### config.mk
export PLATFORM = sky130hd
export DESIGN_NAME = icache_refill_ctrl_flat
export DESIGN_NICKNAME = d
export VERILOG_FILES = /design/src/rtl/icache_refill_ctrl_if.sv /design/src/rtl/icache_refill_ctrl.sv /design/src/flat_wrapper.sv
export SDC_FILE = /design/constraint.sdc
export NUM_CORES = 1
export LEC_CHECK = 0
export CAP_MARGIN = 20
export CORE_MARGIN = 4
export CORE_UTILIZATION = 55
export DETAILED_ROUTE_END_ITERATION = 8
export MAX_ROUTING_LAYER = met4
export PLACE_DENSITY = 0.81
export SYNTH_ARGS = -nofsm -noshare
export SYNTH_HDL_FRONTEND = slang
export SYNTH_SLANG_ARGS = --single-unit
### constraint.sdc
create_clock -name clk -period 8.07 [get_ports clk]
set_input_delay 2.0175 -clock clk [delete_from_list [all_inputs] [get_ports clk]]
set_output_delay 2.0175 -clock clk [all_outputs]
set_load 0.01 [all_outputs]
### src/rtl/icache_refill_ctrl_if.sv
// -----------------------------------------------------------------------------
// icache_refill_ctrl_if
//
// Burst-read bus between the I-cache refill controller and the memory side.
// The controller issues one line-aligned burst per miss and then receives the
// returning 64-bit beats.
//
//   mem_req     controller -> memory  burst read request, held until mem_gnt
//   mem_addr    controller -> memory  line-aligned burst base address
//   mem_gnt     memory -> controller  request accepted
//   mem_rvalid  memory -> controller  read beat valid
//   mem_rdata   memory -> controller  read beat data
//
// Modports: master = refill controller, slave = memory / bus fabric.
// -----------------------------------------------------------------------------
interface icache_refill_ctrl_if #(
  parameter int ADDR_W = 32
) ();

  logic              mem_req;
  logic [ADDR_W-1:0] mem_addr;
  logic              mem_gnt;
  logic              mem_rvalid;
  logic [63:0]       mem_rdata;

  modport master (
    output mem_req,
    output mem_addr,
    input  mem_gnt,
    input  mem_rvalid,
    input  mem_rdata
  );

  modport slave (
    input  mem_req,
    input  mem_addr,
    output mem_gnt,
    output mem_rvalid,
    output mem_rdata
  );

endinterface : icache_refill_ctrl_if

### src/rtl/icache_refill_ctrl.sv
// -----------------------------------------------------------------------------
// icache_refill_ctrl
//
// Miss/refill sequencer for an 8-way, 64-set, 64 B-line instruction cache.
// A fetch miss stalls the IF stage, issues one line-aligned 8-beat burst read,
// writes each returning beat into the victim way, and commits tag+valid only
// after the final beat, so a partially filled line can never hit. Victims are
// chosen by a per-set round-robin pointer.
//
// Ports
//   clk          system clock, rising edge
//   rst          asynchronous active-low reset
//   fetch_req    IF fetch request this cycle
//   fetch_addr   fetch byte address
//   cache_hit    combinational hit from the tag compare
//   fetch_stall  hold PC/IF pipeline (combinational, asserts in the miss cycle)
//   bus          memory burst interface (master side)
//   fill_we      write one data word into the cache (pass-through of rvalid)
//   fill_set     target set
//   fill_way     target way
//   fill_word    word index within the line
//   fill_data    word data (pass-through of mem_rdata)
//   fill_tag_we  commit tag and set valid for (fill_set, fill_way)
//   fill_tag     tag to commit
//   miss_count   saturating miss counter
// -----------------------------------------------------------------------------
module icache_refill_ctrl #(
  parameter int ADDR_W      = 32,
  parameter int SETS        = 64,
  parameter int WAYS        = 8,
  parameter int OFFSET_BITS = 6,
  parameter int BEATS       = 8,
  parameter int TAG_BITS    = ADDR_W - 6 - OFFSET_BITS
) (
  input  logic                     clk,
  input  logic                     rst,

  input  logic                     fetch_req,
  input  logic [ADDR_W-1:0]        fetch_addr,
  input  logic                     cache_hit,
  output logic                     fetch_stall,

  icache_refill_ctrl_if.master     bus,

  output logic                     fill_we,
  output logic [$clog2(SETS)-1:0]  fill_set,
  output logic [$clog2(WAYS)-1:0]  fill_way,
  output logic [$clog2(BEATS)-1:0] fill_word,
  output logic [63:0]              fill_data,
  output logic                     fill_tag_we,
  output logic [TAG_BITS-1:0]      fill_tag,
  output logic [31:0]              miss_count
);

  localparam int SET_W  = $clog2(SETS);
  localparam int WAY_W  = $clog2(WAYS);
  localparam int BEAT_W = $clog2(BEATS);

  // Clears the byte-offset bits to form the line-aligned burst address.
  localparam logic [ADDR_W-1:0] LINE_MASK = ~ADDR_W'((1 << OFFSET_BITS) - 1);

  typedef enum logic [1:0] {
    IDLE,
    REQ,
    FILL,
    COMMIT
  } state_t;

  state_t              state_q;
  logic [BEAT_W-1:0]   beat_q;
  logic [WAY_W-1:0]    rr_ptr_q [SETS];
  logic [SET_W-1:0]    fill_set_q;
  logic [WAY_W-1:0]    fill_way_q;
  logic [TAG_BITS-1:0] fill_tag_q;
  logic                fill_tag_we_q;
  logic                mem_req_q;
  logic [ADDR_W-1:0]   mem_addr_q;
  logic [31:0]         miss_cnt_q;

  logic                miss;
  logic [SET_W-1:0]    miss_set;
  logic [TAG_BITS-1:0] miss_tag;
  logic                beat_fire;
  logic                last_beat;

  assign miss      = fetch_req && !cache_hit;
  assign miss_set  = fetch_addr[OFFSET_BITS +: SET_W];
  assign miss_tag  = fetch_addr[ADDR_W-1 -: TAG_BITS];
  assign beat_fire = (state_q == FILL) && bus.mem_rvalid;
  assign last_beat = (beat_q == BEAT_W'(BEATS - 1));

  // Stall and the fill data path are combinational so the stall lands in the
  // miss cycle and each beat is written in the cycle it arrives.
  // NOTE: every always_comb output gets a default first so no path can leave
  // it unassigned and infer a latch.
  always_comb begin
    fetch_stall = 1'b0;
    fill_we     = 1'b0;
    fill_data   = '0;
    if (state_q != IDLE) begin
      fetch_stall = 1'b1;
    end else if (miss) begin
      fetch_stall = 1'b1;
    end
    if (beat_fire) begin
      fill_we   = 1'b1;
      fill_data = bus.mem_rdata;
    end
  end

  // Sequencer: one registered block for state, latched miss context,
  // round-robin pointers and the miss counter. Reset drops any refill in
  // flight without a tag commit, so a partially written line stays invalid.
  // NOTE: sequential state uses non-blocking assignments only, so every
  // register samples pre-edge values regardless of statement order.
  always_ff @(posedge clk or negedge rst) begin
    if (!rst) begin
      state_q       <= IDLE;
      beat_q        <= '0;
      fill_set_q    <= '0;
      fill_way_q    <= '0;
      fill_tag_q    <= '0;
      fill_tag_we_q <= 1'b0;
      mem_req_q     <= 1'b0;
      mem_addr_q    <= '0;
      miss_cnt_q    <= '0;
      // NOTE: the pointer array is a small flop bank, not a RAM, so it is
      // reset like any other register; a RAM here could not be cleared.
      for (int s = 0; s < SETS; s++) begin
        rr_ptr_q[s] <= '0;
      end
    end else begin
      case (state_q)
        IDLE: begin
          fill_tag_we_q <= 1'b0;
          if (miss) begin
            fill_tag_q <= miss_tag;
            fill_set_q <= miss_set;
            fill_way_q <= rr_ptr_q[miss_set];
            mem_addr_q <= fetch_addr & LINE_MASK;
            mem_req_q  <= 1'b1;
            if (miss_cnt_q != '1) begin
              miss_cnt_q <= miss_cnt_q + 32'd1;
            end
            state_q <= REQ;
          end
        end

        REQ: begin
          // Beats cannot arrive before the cycle after gnt, so any rvalid
          // here is ignored.
          if (bus.mem_gnt) begin
            mem_req_q <= 1'b0;
            beat_q    <= '0;
            state_q   <= FILL;
          end
        end

        FILL: begin
          if (bus.mem_rvalid) begin
            beat_q <= beat_q + BEAT_W'(1);
            if (last_beat) begin
              fill_tag_we_q <= 1'b1;
              state_q       <= COMMIT;
            end
          end
        end

        COMMIT: begin
          fill_tag_we_q        <= 1'b0;
          rr_ptr_q[fill_set_q] <= rr_ptr_q[fill_set_q] + WAY_W'(1);
          state_q              <= IDLE;
        end

        default: begin
          state_q <= IDLE;
        end
      endcase
    end
  end

  assign bus.mem_req  = mem_req_q;
  assign bus.mem_addr = mem_addr_q;
  assign fill_set     = fill_set_q;
  assign fill_way     = fill_way_q;
  assign fill_word    = beat_q;
  assign fill_tag     = fill_tag_q;
  assign fill_tag_we  = fill_tag_we_q;
  assign miss_count   = miss_cnt_q;

endmodule : icache_refill_ctrl

### src/flat_wrapper.sv
// flat-port wrapper written by rule: the top's interface ports become plain ports
module icache_refill_ctrl_flat 
#(
  parameter int ADDR_W      = 32,
  parameter int SETS        = 64,
  parameter int WAYS        = 8,
  parameter int OFFSET_BITS = 6,
  parameter int BEATS       = 8,
  parameter int TAG_BITS    = ADDR_W - 6 - OFFSET_BITS
)
  (clk, rst, fetch_req, fetch_addr, cache_hit, fetch_stall, fill_we, fill_set, fill_way, fill_word, fill_data, fill_tag_we, fill_tag, miss_count, bus_mem_req, bus_mem_addr, bus_mem_gnt, bus_mem_rvalid, bus_mem_rdata);
  icache_refill_ctrl_if #(.ADDR_W(ADDR_W)) bus_i ();
  input  logic clk;
  input  logic rst;
  input  logic fetch_req;
  input  logic [ADDR_W-1:0] fetch_addr;
  input  logic cache_hit;
  output logic fetch_stall;
  output logic fill_we;
  output logic [$clog2(SETS)-1:0] fill_set;
  output logic [$clog2(WAYS)-1:0] fill_way;
  output logic [$clog2(BEATS)-1:0] fill_word;
  output logic [63:0] fill_data;
  output logic fill_tag_we;
  output logic [TAG_BITS-1:0] fill_tag;
  output logic [31:0] miss_count;
  output wire logic [$bits(bus_i.mem_req)-1:0] bus_mem_req;
  output wire logic [$bits(bus_i.mem_addr)-1:0] bus_mem_addr;
  input wire logic [$bits(bus_i.mem_gnt)-1:0] bus_mem_gnt;
  input wire logic [$bits(bus_i.mem_rvalid)-1:0] bus_mem_rvalid;
  input wire logic [$bits(bus_i.mem_rdata)-1:0] bus_mem_rdata;
  assign bus_mem_req = bus_i.mem_req;
  assign bus_mem_addr = bus_i.mem_addr;
  assign bus_i.mem_gnt = bus_mem_gnt;
  assign bus_i.mem_rvalid = bus_mem_rvalid;
  assign bus_i.mem_rdata = bus_mem_rdata;
  icache_refill_ctrl #(.ADDR_W(ADDR_W), .SETS(SETS), .WAYS(WAYS), .OFFSET_BITS(OFFSET_BITS), .BEATS(BEATS), .TAG_BITS(TAG_BITS)) u_core (.clk(clk), .rst(rst), .fetch_req(fetch_req), .fetch_addr(fetch_addr), .cache_hit(cache_hit), .fetch_stall(fetch_stall), .bus(bus_i), .fill_we(fill_we), .fill_set(fill_set), .fill_way(fill_way), .fill_word(fill_word), .fill_data(fill_data), .fill_tag_we(fill_tag_we), .fill_tag(fill_tag), .miss_count(miss_count));
endmodule
Word level (Yosys, flattened, before mapping):

Index checks and enable logic that the tools add are counted.

* add/sub/neg operators: 3
* $lt $le $gt $ge: 3
* equal/unequal tests: 9
* mux-type cells: 27
* bitwise gates (word level): 2
* reduce and logical (&&, ||, !) cells: 16

Operator list (count)
* 192-bit bitwise mux: 1
* 64-bit 2-to-1 mux: 1
* 3-bit binary-select mux with 6-bit select: 2
* 32-bit by 1-bit adder with 32-bit output, second input constant: 1
* 32-bit != test, second input constant: 1
* 3-bit 2-to-1 mux: 7
* 3-bit demux with 6-bit select: 1
* 7-bit greater-or-equal comparator, second input constant: 2
* 6-bit inverter with 7-bit output: 2
* 3-bit AND reduction: 4
* 2-bit 2-to-1 mux: 4
* 2-bit one-hot mux with 4 select lines: 1
* 2-bit nonzero test: 4
* 7-bit by 1-bit < comparator with 1-bit output, second input constant: 1
* 1-bit 2-to-1 mux: 7
* 3-bit by 1-bit adder with 3-bit output, second input constant: 2
* 3-bit one-hot mux with 2 select lines: 1
* 2-bit equality test, second input constant: 2
* 2-bit by 1-bit != test with 1-bit output, second input constant: 2
* 2-bit != test, second input constant: 2
* 1-bit one-hot mux with 2 select lines: 2
* 4-bit AND reduction: 1
* 3-bit equality test, second input constant: 1
* 1-bit logical AND: 3
* 5 further kinds: 5

* register bits after elaboration: 286
* bits of input ports: 102
* logic and storage cells: 133

Logic depth before layout (Yosys ltp):

* depth after elaboration: 6
* mapped depth: 15

Worst setup path before layout:

OpenSTA, ideal clock, no wires.

* kind: input port to output port
* start point: input bus_mem_rvalid
* end point: output fill_data[0]
* arrival: 2697 ps
* path slack: 3355 ps
* stages: 3
* path buffers: 2
* cells stage by stage: clkbuf_1 > clkbuf_1 > and3_1

* cells in the longest elaborated chain, start to end: 2

RTL lines
* start: declaration: line flat_wrapper.sv:30 `input wire logic [$bits(bus_i.mem_rvalid)-1:0] bus_mem_rvalid;`
* 1-bit logical AND: line icache_refill_ctrl.sv:89 `assign beat_fire = (state_q == FILL) && bus.mem_rvalid;`
* 64-bit 2-to-1 mux: line icache_refill_ctrl.sv:105 `if (beat_fire) begin`
* end: declaration: line flat_wrapper.sv:23 `output logic [63:0] fill_data;`

Every way passes these cells.

Worst setup path in the final report:

* start point: input bus_mem_rvalid
* end point: output fill_we

* cells in the longest elaborated chain, start to end: 2

RTL lines
* 1-bit logical AND: line icache_refill_ctrl.sv:89
* 1-bit 2-to-1 mux: line icache_refill_ctrl.sv:105
* end: declaration: line flat_wrapper.sv:19 `output logic fill_we;`

Every way passes these cells.

==> key figures <==
Timing
  • Worst Slack Setup Final: 1.659 ns
  • Setup repair after global routing missed its margin: no
  • Slew at the pin with the worst max-slew slack: 1.239 ns
  • Hold violation count in the final report: 0
  • Post-Route Skew: 0.009312 ns
  • Final min period: 6.411 ns
  • FMAX: 156.0 MHz
  • Summed negative setup slack over all endpoints: 0 ns
  • Post-route clock period utilization: 79.45%
  • Slew Viols, Final: 0
  • Count of final setup violators: 0
  • Max-slew headroom at the worst pin: 17.07%

Clock tree
  • Number of setup buffers added after CTS: 0
  • Clock edge transition at the registers on the reported setup and hold paths: 0.06 ns
  • Cell at the root of the clock tree: sky130_fd_sc_hd__clkbuf_16
  • Cts hold-fix bufs: 0
  • Buffer depth of the longest clock path: 3
  • Clock H-tree levels: 1
  • Post-cts gate resize count: 0
  • Later-pin clock latency in the skew report: 0.55 ns
  • CTS tree: done
  • Total number of clock tree sinks: 260
  • TritonCTS buffer count: 28

Cells and area
  • Layout overhead on the synthesized area: 25.07%
  • Final #Nets: 1624
  • Inserted Diodes: 0
  • Fill cells: 1779
  • Fraction of final layout cells sized beyond drive strength 1: 15.64%
  • Filler-free cell count of the finished design: 1865

Detailed routing
  • DRC errors left: 0
  • Number of detailed-routing iterations run before antenna repair: 6
  • Avg Vias per Cell: 6.299
  • Routed length per instance: 23.77 um
  • Total number of vias: 11750
  • Post-DRT Antenna Nets: 0
  • First-iteration detailed-routing DRC count: 1651
  • Wire length reported by the detailed router: 44330 um

Critical path
  • CP startpoint: bus_mem_rvalid
  • Count of cells along the worst register-to-register path: 10
  • Critical path startpoint category: input pin
  • Data arrival time of the critical path: 4.39 ns
  • Critical path's most frequent cell: sky130_fd_sc_hd__clkdlybuf4s50_1
  • Worst-path cell with the longest stage delay: sky130_fd_sc_hd__clkdlybuf4s50_1
  • Critical Path, Cell by Cell: clkdlybuf4s50_1 > buf_4 > and2_1 > clkdlybuf4s50_1
  • Kind of critical path: input pin to output port
  • Max incr delay on CP: 0.98 ns
  • WP data required: 6.05 ns
  • Type of destination of the critical path: output port
  • Critical Path Fanout Max: 42
  • Launch point of the worst reg-to-reg path: u_core.fill_set[1]

GRT
  • Pin count of the biggest net entering global routing: 148
  • Global-route wire length before repair: 68720 um
  • Number of global-route vias before repair: 11700
  • Leftover overflow at the end of global routing: 0
  • Total routing resource utilization after global routing: 31.73%
  • Antenna violations before repair: 0

Synthesis
  • Number of synthesized flops with an enable pin: 0
  • #FFs+latches synth: 260
  • Share of flip-flops with an asynchronous set or reset: 100.0%
  • Largest cells by area after synthesis: sky130_fd_sc_hd__dfrtp_1 46%, sky130_fd_sc_hd__mux4_2 12%, sky130_fd_sc_hd__nand2_1 7.8%
  • Most common flop cell mapped by yosys: sky130_fd_sc_hd__dfrtp_1
  • Count of warnings emitted by yosys: 0
  • Avg Cell Area, Syn: 10.65 um^2
  • Synth top area share: 46.18%
  • Mapped Cells: 1323
  • Sequential share of the synthesized area: 46.18%
  • Library cell occupying the most area in the post-synthesis netlist: sky130_fd_sc_hd__dfrtp_1
  • Post-synth design cell area: 14090 um^2
  • Count of cell types in the netlist: 54

Floorplan
  • Starting utilization of the core area: 55.95%
  • Die height: 168.1 um
  • Core Box Area: 25180 um^2
  • Die Width: 168.1 um
  • Number of standard-cell rows in the floorplan: 58
  • I/O pin count: 266
  • Area enclosed by the die boundary: 28240 um^2

Placement
  • HPWL after detailed placement: 30130 um
  • Count of buffers from port buffering: 253
  • Setup slack after placement: 1.745 ns
  • Instance count after placement with tap cells included: 1810
  • Final GP Congestion: 0.9688

Worst hold path
  • Worst hold path stage count: 2
  • Origin of the worst min-delay path: u_core.fill_tag[7]
  • Worst Hold Class: flop to flop

Status
  • Status: complete, no violations

Power and ir drop
  • Cell-internal power: 3.479 mW
  • Fraction of power consumed by sequential logic: 34.5%
  • Comb power frac: 40.8%
  • Pleak: 7.714 nW
  • Sw Pwr: 2.252 mW
  • Power per standard cell area: 325.2 nW/um^2
  • Sw Share: 39.30%
  • Part of the power in the clock network: 24.7%
  • Largest vdd supply drop: 0.0003354 V

Job
  • Number of max-cap violations: 0
## cell usage in the layout, fill, tap and decap left out, drive strengths merged, types with 6 or more instances in the layout
master,count
a22oi,12
o22ai,12
mux2,85
mux4,74
nand4,13
nand3,15
nand2,295
buf,23
o31ai,6
nor2b,8
dfrtp,260
nor3,10
and2,6
xnor2,27
mux2i,31
inv,12
a221oi,18
ha,9
nor2,34
and3,70
clkdlybuf4s50,250
o21ai,137
conb,6
clkbuf,40
a21oi,17
## worst max-delay path, delay by kind of cell
family        cells  cell delay (ns)
simple gates      1             0.33
buf+inv           3             2.03
## synth_stat cells (7+ instances only)
| cell | count |
|---|---|
| sky130_fd_sc_hd__nand2_1 | 294 |
| sky130_fd_sc_hd__dfrtp_1 | 260 |
| sky130_fd_sc_hd__inv_1 | 11 |
| sky130_fd_sc_hd__clkbuf_1 | 57 |
| sky130_fd_sc_hd__a22oi_1 | 12 |
| sky130_fd_sc_hd__buf_6 | 7 |
| sky130_fd_sc_hd__mux2i_1 | 31 |
| sky130_fd_sc_hd__o21ai_1 | 54 |
| sky130_fd_sc_hd__nor3_1 | 10 |
| sky130_fd_sc_hd__mux2_2 | 84 |
| sky130_fd_sc_hd__o22ai_1 | 12 |
| sky130_fd_sc_hd__a21oi_1 | 17 |
| sky130_fd_sc_hd__ha_1 | 9 |
| sky130_fd_sc_hd__nor2_1 | 34 |
| sky130_fd_sc_hd__nand3_1 | 15 |
| sky130_fd_sc_hd__mux4_2 | 74 |
| sky130_fd_sc_hd__nand4_1 | 13 |
| sky130_fd_sc_hd__a221oi_1 | 17 |
| sky130_fd_sc_hd__and3_1 | 70 |
| sky130_fd_sc_hd__buf_4 | 38 |
| sky130_fd_sc_hd__xnor2_1 | 27 |
| sky130_fd_sc_hd__nor2b_1 | 8 |
| sky130_fd_sc_hd__buf_2 | 10 |
| sky130_fd_sc_hd__o21ai_0 | 83 |
## cell type report
type	count	area [um^2]	share of cell area, %
multi-input cells	939	6909	39.21
clock inverters	12	191.4	1.086
repair buffers	273	2720	15.44
clock buffers	40	837.1	4.750
inverters	11	41.29	0.2343
flip-flops and latches	260	6509	36.94
well taps	330	412.9	2.343
## cells by family after synthesis
| family | after synthesis | share of synthesized area (%) |
|---|---|---|
| simple gates | 473 | 15.13 |
| fa+ha+maj | 9 | 0.7993 |
| mux | 190 | 20.85 |
| other cells | 1 | 0.02662 |
| xor+xnor | 31 | 2.060 |
| buf+inv | 129 | 4.911 |
| flops | 260 | 46.18 |
| compound gates | 230 | 10.04 |
## registers in the layout (all words and copies together), names as in the netlist
signal               cells
u_core.state_q           2
u_core.rr_ptr_q        192
u_core.bus.mem_addr      1
u_core.fill_way          3
u_core.bus.mem_req       1
u_core.fill_word         3
u_core.fill_tag_we       1
u_core.miss_count       32
u_core.fill_tag         20
u_core.fill_set          5
## power groups by stage
stage	Combinational (mW)	Clock [mW]	Sequential, mW
detailed placement	2.28	0	1.98
floorplan	1.50	0	1.86
global placement	2.22	0	1.95
finish	2.34	1.41	1.98
global route	2.50	1.48	2.01
CTS	2.30	1.42	1.96
## metrics by stage
stage / instance area [um^2] / hold WS [ns] / utilization [%] / power (mW)
after global routing: 17620 / 0.5272 / 69.97 / 5.985
after CTS: 17570 / 0.5025 / 69.78 / 5.679
final: 17620 / 0.4997 / 69.97 / 5.731
after detailed placement: 16540 / 0.4875 / 65.69 / 4.252
after global placement: 16540 / 0.4772 / 65.69 / 4.176
after floorplan: 14110 / 0.4594 / - / 3.360
## worst paths after layout
kind,endpoint,slack [ns]
min in group asynchronous,u_core.rr_ptr_q[114],1.51
hold reg to reg,u_core.fill_tag[7],0.50
max in group asynchronous,u_core.fill_set[2],5.23
hold / removal,u_core.fill_tag[7],0.50
setup / recovery,fill_we,1.66
setup reg to reg,u_core.rr_ptr_q[53],2.80
## layer usage
| metal | track usage [%] | part of all wire [%] | vias to the layer above |
|---|---|---|---|
| met5 | - | 0 | - |
| met4 | 11.12 | 4.3 | 0 |
| met3 | 8.100 | 11 | 163 |
| met2 | 47.61 | 46 | 731 |
| met1 | 42.60 | 38 | 5737 |
| li1 | - | - | 5116 |
Note: power is estimated with default switching activity, not from simulation.
